===== config.mk =====
export PLATFORM = sky130hd
export DESIGN_NAME = wb_sched_flat
export DESIGN_NICKNAME = d
export VERILOG_FILES = /design/src/rtl/wb_pkg.sv /design/src/rtl/wb_sched_if.sv /design/src/rtl/wb_queue.sv /design/src/rtl/wb_sched.sv /design/src/flat_wrapper.sv
export SDC_FILE = /design/constraint.sdc
export NUM_CORES = 1
export LEC_CHECK = 0
export BUFFER_PORTS_ARGS = -buffer_cell sky130_fd_sc_hd__buf_4
export CAP_MARGIN = 30
export CORE_ASPECT_RATIO = 1.4
export CORE_MARGIN = 2
export CORE_UTILIZATION = 57
export DETAILED_ROUTE_END_ITERATION = 12
export PLACE_DENSITY_LB_ADDON = 0.05
export SETUP_SLACK_MARGIN = 0.2
export SYNTH_ARGS = -nofsm -noshare
export SYNTH_HDL_FRONTEND = slang
export SYNTH_HIERARCHICAL = 1
export SYNTH_SLANG_ARGS = --single-unit
export TNS_END_PERCENT = 10

===== constraint.sdc =====
create_clock -name clk -period 5.72 [get_ports clk]
set_clock_uncertainty 0.15 [all_clocks]
set_input_delay 0.286 -clock clk [delete_from_list [all_inputs] [get_ports clk]]
set_output_delay 0.286 -clock clk [all_outputs]
set_load 0.02 [all_outputs]

===== src/rtl/wb_pkg.sv =====
// wb_pkg: shared definitions for the writeback scheduler.
//   WB_* constants  - source encodings, identical to the writeback mux select
//   WB_RD_W         - width of the rd field held in a queue entry
//   wb_entry_t      - one queue entry {src, rd, data, rdy}
package wb_pkg;

  localparam logic [1:0] WB_LINK = 2'd0;
  localparam logic [1:0] WB_ALU  = 2'd1;
  localparam logic [1:0] WB_MEM  = 2'd2;
  localparam logic [1:0] WB_ZERO = 2'd3;

  // Entries carry rd at this width; the top casts to/from its REG_AW.
  localparam int unsigned WB_RD_W = 5;

  typedef struct packed {
    logic [1:0]         src;
    logic [WB_RD_W-1:0] rd;
    logic [31:0]        data;
    logic               rdy;
  } wb_entry_t;

endpackage


===== src/rtl/wb_sched_if.sv =====
// wb_sched_if: issue, load-response, flush and writeback signals of wb_sched.
//   master - the core side (drives issue/response/flush, observes writeback)
//   slave  - the scheduler itself
interface wb_sched_if #(
  parameter int unsigned DEPTH  = 4,
  parameter int unsigned REG_AW = 5
);
  localparam int unsigned CntW = $clog2(DEPTH) + 1;

  logic              flush;
  logic              iss_valid;
  logic              iss_ready;
  logic [1:0]        iss_src;
  logic [REG_AW-1:0] iss_rd;
  logic [31:0]       iss_nextPC;
  logic [31:0]       iss_alu;
  logic              mem_rsp_valid;
  logic [31:0]       mem_rsp_data;
  logic              wb_we;
  logic [REG_AW-1:0] wb_rd;
  logic [1:0]        wb_src;
  logic [31:0]       wb_nextPC;
  logic [31:0]       wb_alu;
  logic [31:0]       wb_mem;
  logic [CntW-1:0]   loads_pending;
  logic              err_unexp;

  modport master (
    output flush, iss_valid, iss_src, iss_rd, iss_nextPC, iss_alu, mem_rsp_valid, mem_rsp_data,
    input  iss_ready, wb_we, wb_rd, wb_src, wb_nextPC, wb_alu, wb_mem, loads_pending, err_unexp
  );

  modport slave (
    input  flush, iss_valid, iss_src, iss_rd, iss_nextPC, iss_alu, mem_rsp_valid, mem_rsp_data,
    output iss_ready, wb_we, wb_rd, wb_src, wb_nextPC, wb_alu, wb_mem, loads_pending, err_unexp
  );

endinterface


===== src/rtl/wb_queue.sv =====
// wb_queue: DEPTH-entry in-order result queue.
//   clr_i                 - empty the queue (takes priority over everything else)
//   push_i/push_entry_i   - write an entry at the tail
//   pop_i                 - drop the head entry
//   fill_i/fill_data_i    - complete the oldest not-ready entry (load return)
//   head_o, empty_o, full_o
module wb_queue
  import wb_pkg::*;
#(
  parameter int unsigned DEPTH = 4
) (
  input  logic        clk,
  input  logic        rst,
  input  logic        clr_i,
  input  logic        push_i,
  input  wb_entry_t   push_entry_i,
  input  logic        pop_i,
  input  logic        fill_i,
  input  logic [31:0] fill_data_i,
  output wb_entry_t   head_o,
  output logic        empty_o,
  output logic        full_o
);
  localparam int unsigned PtrW = $clog2(DEPTH);
  localparam int unsigned CntW = PtrW + 1;

  wb_entry_t       ent_q [DEPTH];
  wb_entry_t       ent_d [DEPTH];
  logic [PtrW-1:0] head_q, head_d, tail_q, tail_d;
  logic [CntW-1:0] cnt_q, cnt_d;

  // Load pointer: oldest occupied entry still waiting for data. Loads return
  // in issue order, so the first not-ready entry from the head is the target.
  logic [PtrW-1:0] ld_ptr, idx;
  logic            ld_found;

  always_comb begin
    ld_ptr   = head_q;
    ld_found = 1'b0;
    idx      = head_q;
    for (int i = 0; i < DEPTH; i++) begin
      idx = head_q + PtrW'(i);
      if (!ld_found && (CntW'(i) < cnt_q) && !ent_q[idx].rdy) begin
        ld_ptr   = idx;
        ld_found = 1'b1;
      end
    end
  end

  always_comb begin
    ent_d  = ent_q;
    head_d = head_q;
    tail_d = tail_q;
    cnt_d  = cnt_q;
    if (clr_i) begin
      head_d = '0;
      tail_d = '0;
      cnt_d  = '0;
    end else begin
      // A fill never hits the popped head (head must be ready to pop) nor the
      // pushed slot (it was free), so all three may coexist.
      if (fill_i && ld_found) begin
        ent_d[ld_ptr].data = fill_data_i;
        ent_d[ld_ptr].rdy  = 1'b1;
      end
      if (push_i) begin
        ent_d[tail_q] = push_entry_i;
        tail_d        = tail_q + 1'b1;
      end
      if (pop_i) begin
        head_d = head_q + 1'b1;
      end
      cnt_d = cnt_q + CntW'(push_i) - CntW'(pop_i);
    end
  end

  always_ff @(posedge clk or posedge rst) begin
    if (rst) begin
      for (int i = 0; i < DEPTH; i++) begin
        ent_q[i] <= '0;
      end
      head_q <= '0;
      tail_q <= '0;
      cnt_q  <= '0;
    end else begin
      ent_q  <= ent_d;
      head_q <= head_d;
      tail_q <= tail_d;
      cnt_q  <= cnt_d;
    end
  end

  assign head_o  = ent_q[head_q];
  assign empty_o = (cnt_q == '0);
  assign full_o  = (cnt_q == CntW'(DEPTH));

endmodule


===== src/rtl/wb_sched.sv =====
// wb_sched: in-order writeback scheduler for the single register-file write port.
//   clk, rst - clock, asynchronous active-high reset
//   bus      - issue / load response / flush inputs, registered writeback outputs,
//              loads_pending count and sticky err_unexp
module wb_sched
  import wb_pkg::*;
#(
  parameter int unsigned DEPTH  = 4,
  parameter int unsigned REG_AW = 5
) (
  input  logic     clk,
  input  logic     rst,
  wb_sched_if.slave bus
);
  localparam int unsigned CntW   = $clog2(DEPTH) + 1;
  // Drain may stack across back-to-back flushes, so give it headroom.
  localparam int unsigned DrainW = CntW + 4;

  logic        q_empty, q_full;
  wb_entry_t   head, push_entry;
  logic        acc_iss, mem_iss, pop;
  logic        rsp_drain, rsp_load, rsp_unexp;

  logic [CntW-1:0]   pend_q, pend_d;
  logic [DrainW-1:0] drain_q, drain_d;
  logic              err_q, err_d;
  logic              we_q, we_d;
  logic [REG_AW-1:0] rd_q, rd_d;
  logic [1:0]        src_q, src_d;
  logic [31:0]       npc_q, npc_d, alu_q, alu_d, mem_q, mem_d;

  assign acc_iss = bus.iss_valid && !q_full;
  assign mem_iss = acc_iss && (bus.iss_src == WB_MEM);

  // Responses go first to the drain of flushed loads, then to live loads.
  assign rsp_drain = bus.mem_rsp_valid && (drain_q != '0);
  assign rsp_load  = bus.mem_rsp_valid && (drain_q == '0) && (pend_q != '0);
  assign rsp_unexp = bus.mem_rsp_valid && (drain_q == '0) && (pend_q == '0);

  assign pop = !q_empty && head.rdy && !bus.flush;

  always_comb begin
    push_entry     = '0;
    push_entry.src = bus.iss_src;
    push_entry.rd  = WB_RD_W'(bus.iss_rd);
    unique case (bus.iss_src)
      WB_LINK: begin
        push_entry.data = bus.iss_nextPC;
        push_entry.rdy  = 1'b1;
      end
      WB_ALU: begin
        push_entry.data = bus.iss_alu;
        push_entry.rdy  = 1'b1;
      end
      WB_MEM: begin
        push_entry.rdy  = 1'b0;
      end
      default: begin
        push_entry.rdy  = 1'b1;
      end
    endcase
  end

  wb_queue #(
    .DEPTH (DEPTH)
  ) u_queue (
    .clk          (clk),
    .rst          (rst),
    .clr_i        (bus.flush),
    .push_i       (acc_iss && !bus.flush),
    .push_entry_i (push_entry),
    .pop_i        (pop),
    .fill_i       (rsp_load && !bus.flush),
    .fill_data_i  (bus.mem_rsp_data),
    .head_o       (head),
    .empty_o      (q_empty),
    .full_o       (q_full)
  );

  always_comb begin
    err_d = err_q | rsp_unexp;
    if (bus.flush) begin
      // Every load still out (including one issued now) must be swallowed.
      pend_d  = '0;
      drain_d = drain_q - DrainW'(rsp_drain) + DrainW'(pend_q) + DrainW'(mem_iss)
                - DrainW'(rsp_load);
    end else begin
      pend_d  = pend_q + CntW'(mem_iss) - CntW'(rsp_load);
      drain_d = drain_q - DrainW'(rsp_drain);
    end
  end

  always_comb begin
    we_d  = 1'b0;
    rd_d  = rd_q;
    src_d = src_q;
    npc_d = npc_q;
    alu_d = alu_q;
    mem_d = mem_q;
    if (pop) begin
      we_d  = (head.src != WB_ZERO) && (head.rd != '0);
      rd_d  = REG_AW'(head.rd);
      src_d = head.src;
      npc_d = (head.src == WB_LINK) ? head.data : 32'd0;
      alu_d = (head.src == WB_ALU)  ? head.data : 32'd0;
      mem_d = (head.src == WB_MEM)  ? head.data : 32'd0;
    end
  end

  always_ff @(posedge clk or posedge rst) begin
    if (rst) begin
      pend_q  <= '0;
      drain_q <= '0;
      err_q   <= 1'b0;
      we_q    <= 1'b0;
      rd_q    <= '0;
      src_q   <= '0;
      npc_q   <= '0;
      alu_q   <= '0;
      mem_q   <= '0;
    end else begin
      pend_q  <= pend_d;
      drain_q <= drain_d;
      err_q   <= err_d;
      we_q    <= we_d;
      rd_q    <= rd_d;
      src_q   <= src_d;
      npc_q   <= npc_d;
      alu_q   <= alu_d;
      mem_q   <= mem_d;
    end
  end

  assign bus.iss_ready     = !q_full;
  assign bus.wb_we         = we_q;
  assign bus.wb_rd         = rd_q;
  assign bus.wb_src        = src_q;
  assign bus.wb_nextPC     = npc_q;
  assign bus.wb_alu        = alu_q;
  assign bus.wb_mem        = mem_q;
  assign bus.loads_pending = pend_q;
  assign bus.err_unexp     = err_q;

endmodule


===== src/flat_wrapper.sv =====
// flat-port wrapper written by rule: the top's interface ports become plain ports
module wb_sched_flat import wb_pkg::*;
#(
  parameter int unsigned DEPTH  = 4,
  parameter int unsigned REG_AW = 5
)
  (clk, rst, bus_flush, bus_iss_valid, bus_iss_src, bus_iss_rd, bus_iss_nextPC, bus_iss_alu, bus_mem_rsp_valid, bus_mem_rsp_data, bus_iss_ready, bus_wb_we, bus_wb_rd, bus_wb_src, bus_wb_nextPC, bus_wb_alu, bus_wb_mem, bus_loads_pending, bus_err_unexp);
  wb_sched_if #(.DEPTH(DEPTH), .REG_AW(REG_AW)) bus_i ();
  input  logic clk;
  input  logic rst;
  input wire logic [$bits(bus_i.flush)-1:0] bus_flush;
  input wire logic [$bits(bus_i.iss_valid)-1:0] bus_iss_valid;
  input wire logic [$bits(bus_i.iss_src)-1:0] bus_iss_src;
  input wire logic [$bits(bus_i.iss_rd)-1:0] bus_iss_rd;
  input wire logic [$bits(bus_i.iss_nextPC)-1:0] bus_iss_nextPC;
  input wire logic [$bits(bus_i.iss_alu)-1:0] bus_iss_alu;
  input wire logic [$bits(bus_i.mem_rsp_valid)-1:0] bus_mem_rsp_valid;
  input wire logic [$bits(bus_i.mem_rsp_data)-1:0] bus_mem_rsp_data;
  output wire logic [$bits(bus_i.iss_ready)-1:0] bus_iss_ready;
  output wire logic [$bits(bus_i.wb_we)-1:0] bus_wb_we;
  output wire logic [$bits(bus_i.wb_rd)-1:0] bus_wb_rd;
  output wire logic [$bits(bus_i.wb_src)-1:0] bus_wb_src;
  output wire logic [$bits(bus_i.wb_nextPC)-1:0] bus_wb_nextPC;
  output wire logic [$bits(bus_i.wb_alu)-1:0] bus_wb_alu;
  output wire logic [$bits(bus_i.wb_mem)-1:0] bus_wb_mem;
  output wire logic [$bits(bus_i.loads_pending)-1:0] bus_loads_pending;
  output wire logic [$bits(bus_i.err_unexp)-1:0] bus_err_unexp;
  assign bus_i.flush = bus_flush;
  assign bus_i.iss_valid = bus_iss_valid;
  assign bus_i.iss_src = bus_iss_src;
  assign bus_i.iss_rd = bus_iss_rd;
  assign bus_i.iss_nextPC = bus_iss_nextPC;
  assign bus_i.iss_alu = bus_iss_alu;
  assign bus_i.mem_rsp_valid = bus_mem_rsp_valid;
  assign bus_i.mem_rsp_data = bus_mem_rsp_data;
  assign bus_iss_ready = bus_i.iss_ready;
  assign bus_wb_we = bus_i.wb_we;
  assign bus_wb_rd = bus_i.wb_rd;
  assign bus_wb_src = bus_i.wb_src;
  assign bus_wb_nextPC = bus_i.wb_nextPC;
  assign bus_wb_alu = bus_i.wb_alu;
  assign bus_wb_mem = bus_i.wb_mem;
  assign bus_loads_pending = bus_i.loads_pending;
  assign bus_err_unexp = bus_i.err_unexp;
  wb_sched #(.DEPTH(DEPTH), .REG_AW(REG_AW)) u_core (.clk(clk), .rst(rst), .bus(bus_i));
endmodule

==> flow_summary.ini <==
[outcome]
outcome = complete, no violations

[route]
routed_via_density = 6.15
detail-route-antenna-nets = 0
drc = 0
vias = 11100
firstDrtPassIters = 5
post_drt_wl_per_cell_um = 21.1
drt_wl_total_mm = 38.2
detail_route.iter0.violations = 905

[run]
drv_cap = 0

[worst_setup_path]
reg2reg_from = u_core/drain_q[1]
path_max_fanout = 5
reg2reg_to = u_core/drain_q[6]
worstSetupStartpointType = flop
crit_type = reg -> reg
ff2ff_setup_slack_ns = 1.74
cp-end-kind = flop
worstPathArrival_ns = 4.28
worstPathRequired_ns = 6.02
worst-r2r-cell-count = 13

[logic_synthesis]
synth_top_area_cell = dfrtp_1
synth_edf_count = 0
ys.flop_type = dfrtp_1
syn-num-nets = 1409
netlist_area_um2 = 14100
yosysMostFrequentCell = dfrtp_1
yosysWarnings = 6
seq_area_frac_synth = 0.502
ys_ff_latch = 282
syn_area_per_cell_um2 = 11.0
synthCells = 1278
synthArstFlopShare = 1.00
ys_top_cells_by_count = dfrtp_1, nand2_1, o22a_1, nand3_1, clkbuf_1
ys_types = 53
yosys-top-cells-area = dfrtp_1, o22a_1, mux4_2, nand2_1, nand3_1
yosysTopAreaCellShare = 0.502

[power_and_ir_drop]
powerDensity_nw_per_um2 = 476
pwr-share-clk = 0.203
intPower_w = 0.00510
p_seq_frac = 0.376
p_comb_frac = 0.421
p_sw_frac = 0.373
leakage_nw = 7.96
p_switching_w = 0.00304
vdd_ir_drop_max_v = 0.000344

[placement]
place_congestion = 0.870
dp_hpwl_mm = 23.5
port_buffers = 216

[clock_tree]
cts_root_buf = clkbuf_16
cts_buffers = 27
cts_tree = built
postCtsSetupBuffers = 0
clkSinkCount = 282
htreeDepth = 1
clkTransAtPathRegs_ns = 0.06
clock_latency_ns = 0.53
cts_buffer_depth = 3

[global_route]
grt_pass1_wl_mm = 60.7
grtUsageTotal = 0.298
met2_usage = 0.492
grt_util_met3 = 0.0352
grt_max_degree = 106
grt_overflow = 0
use_met1 = 0.423
grt_pass1_vias = 11200
antenna_found_initial = 0
top_usage_layer = met2

[sta]
post-route-period-util = 0.696
worst_slew_pin_slew_ns = 1.05
rsz0062_at_grt = false
slew_headroom = 0.302
holdWs_ns = 0.134
finalHoldViolations = 0
setup_tns_ns = 0
setup_viol = 0
period_needed_ns = 3.98
fmax_mhz = 251
slew_violations = 0

[die]
coreArea_um2 = 24400
num_rows = 68
die-area_um2 = 26000
die-height_um = 190
start_util = 0.576
ios = 217
die_w_um = 137

[hold_path]
worst_hold_path_type = in -> reg
hold_depth = 2
hold_start = bus_flush
holdPathEnd = u_core/bus.loads_pending[1]

[finish]
post-route-util = 0.701
area_growth_pct = 21.8
drive_gt1_frac = 0.252
n_antenna_cell = 0
nets = 1608
-- worst max path at each step --
stage,from,to,slack (ns),depth (start not counted)
floorplan,rst,u_core/u_queue/cnt_q[0],0.77,1
global placement,u_core/drain_q[1],u_core/drain_q[6],1.91,13
detailed placement,u_core/drain_q[1],u_core/drain_q[6],1.76,13
CTS,u_core/drain_q[1],u_core/drain_q[6],1.74,13
global route,u_core/drain_q[1],u_core/drain_q[6],1.51,13
finish,u_core/drain_q[1],u_core/drain_q[6],1.74,13
-- worst max-delay path: stages (launching register included) --
cell and delay [ns]:
dfrtp_1 0.43, nor4_1 0.38, nor2b_1 0.31, a21boi_0 0.18
ha_1 0.33, inv_1 0.05, fa_1 0.43, fa_1 0.46
a21o_1 0.20, a21oi_1 0.23, nor2b_1 0.09, a221oi_2 0.28
mux2i_1 0.25, xnor2_1 0.14
-- layout by cell type (no fill, tap or decap), types with 5 or more instances in the layout --
cell / n
dlygate4sd3_1: 39
clkbuf_1: 13
nand2_1: 227
nor2_1: 45
nor2b_1: 8
nand3_1: 99
o22a_1: 195
o221a_1: 30
buf_4: 238
mux4_2: 40
nor3_1: 8
xnor2_1: 14
clkbuf_16: 27
or3_1: 34
dfrtp_1: 280
mux2_2: 32
o21ai_0: 5
inv_1: 23
mux2i_1: 38
a21oi_1: 6
ha_1: 19
-- through the flow --
step                      std cells  area, µm²  worst slack, ns  total power, W
final                          1812      17100             1.74         0.00814
after global routing           1812      17100             1.51         0.00862
after CTS                      1809      17100             1.74         0.00813
after detailed placement       1721      15900             1.76         0.00644
after global placement         1720      15800             1.91         0.00634
after floorplan                1278      14100            0.766         0.00532
-- flip-flops by register name, indices dropped and copies added (netlist names) --
register,flops
u_core/bus.wb_rd,5
u_core/drain_q,7
u_core/bus.wb_we,1
u_core/bus.err_unexp,1
u_core/u_queue/cnt_q,3
u_core/u_queue/head_q,2
u_core/u_queue/ent_q,160
u_core/bus.wb_alu,32
u_core/bus.loads_pending,3
u_core/bus.wb_mem,32
u_core/u_queue/tail_q,2
u_core/bus.wb_src,2
u_core/bus.wb_nextPC,32
-- metal layers --
metal	wire length [µm]	vias to the layer above
met4	707	0
met5	0	-
met3	2830	51
met1	15800	5581
li1	-	5066
met2	18900	451
-- area by class of cell --
cell class | count | area (µm²)
clock inverter | 6 | 36.3
inverter | 26 | 105
sequential | 282 | 7060
clock buffer | 43 | 766
fill | 1877 | 7300
tap | 315 | 394
multi-input combinational | 859 | 6500
timing repair buffer | 281 | 2260
-- cell families after synthesis --
| group | share of synthesized area |
|---|---|
| fa+ha+maj | 0.0226 |
| buf+inv | 0.0395 |
| simple gates | 0.143 |
| flops | 0.502 |
| compound gates | 0.164 |
| xor+xnor | 0.0124 |
| mux | 0.117 |
-- power by group through the flow --
stage	Clock [W]	Sequential, W	Combinational (W)
6_report	0.00165	0.00306	0.00343
5_1_grt	0.00175	0.00314	0.00373
3_5_place_dp	0	0.00309	0.00335
4_1_cts	0.00168	0.00306	0.00339
2_1_floorplan	0	0.00324	0.00208
3_3_place_gp	0	0.00306	0.00328
-- timing repair --
action / CTS / global route
resized for setup: 0 / 0
hold endpoints to repair: 247 / 0
hold buffers: 39 / 0
(Power assumes the default switching activity.)
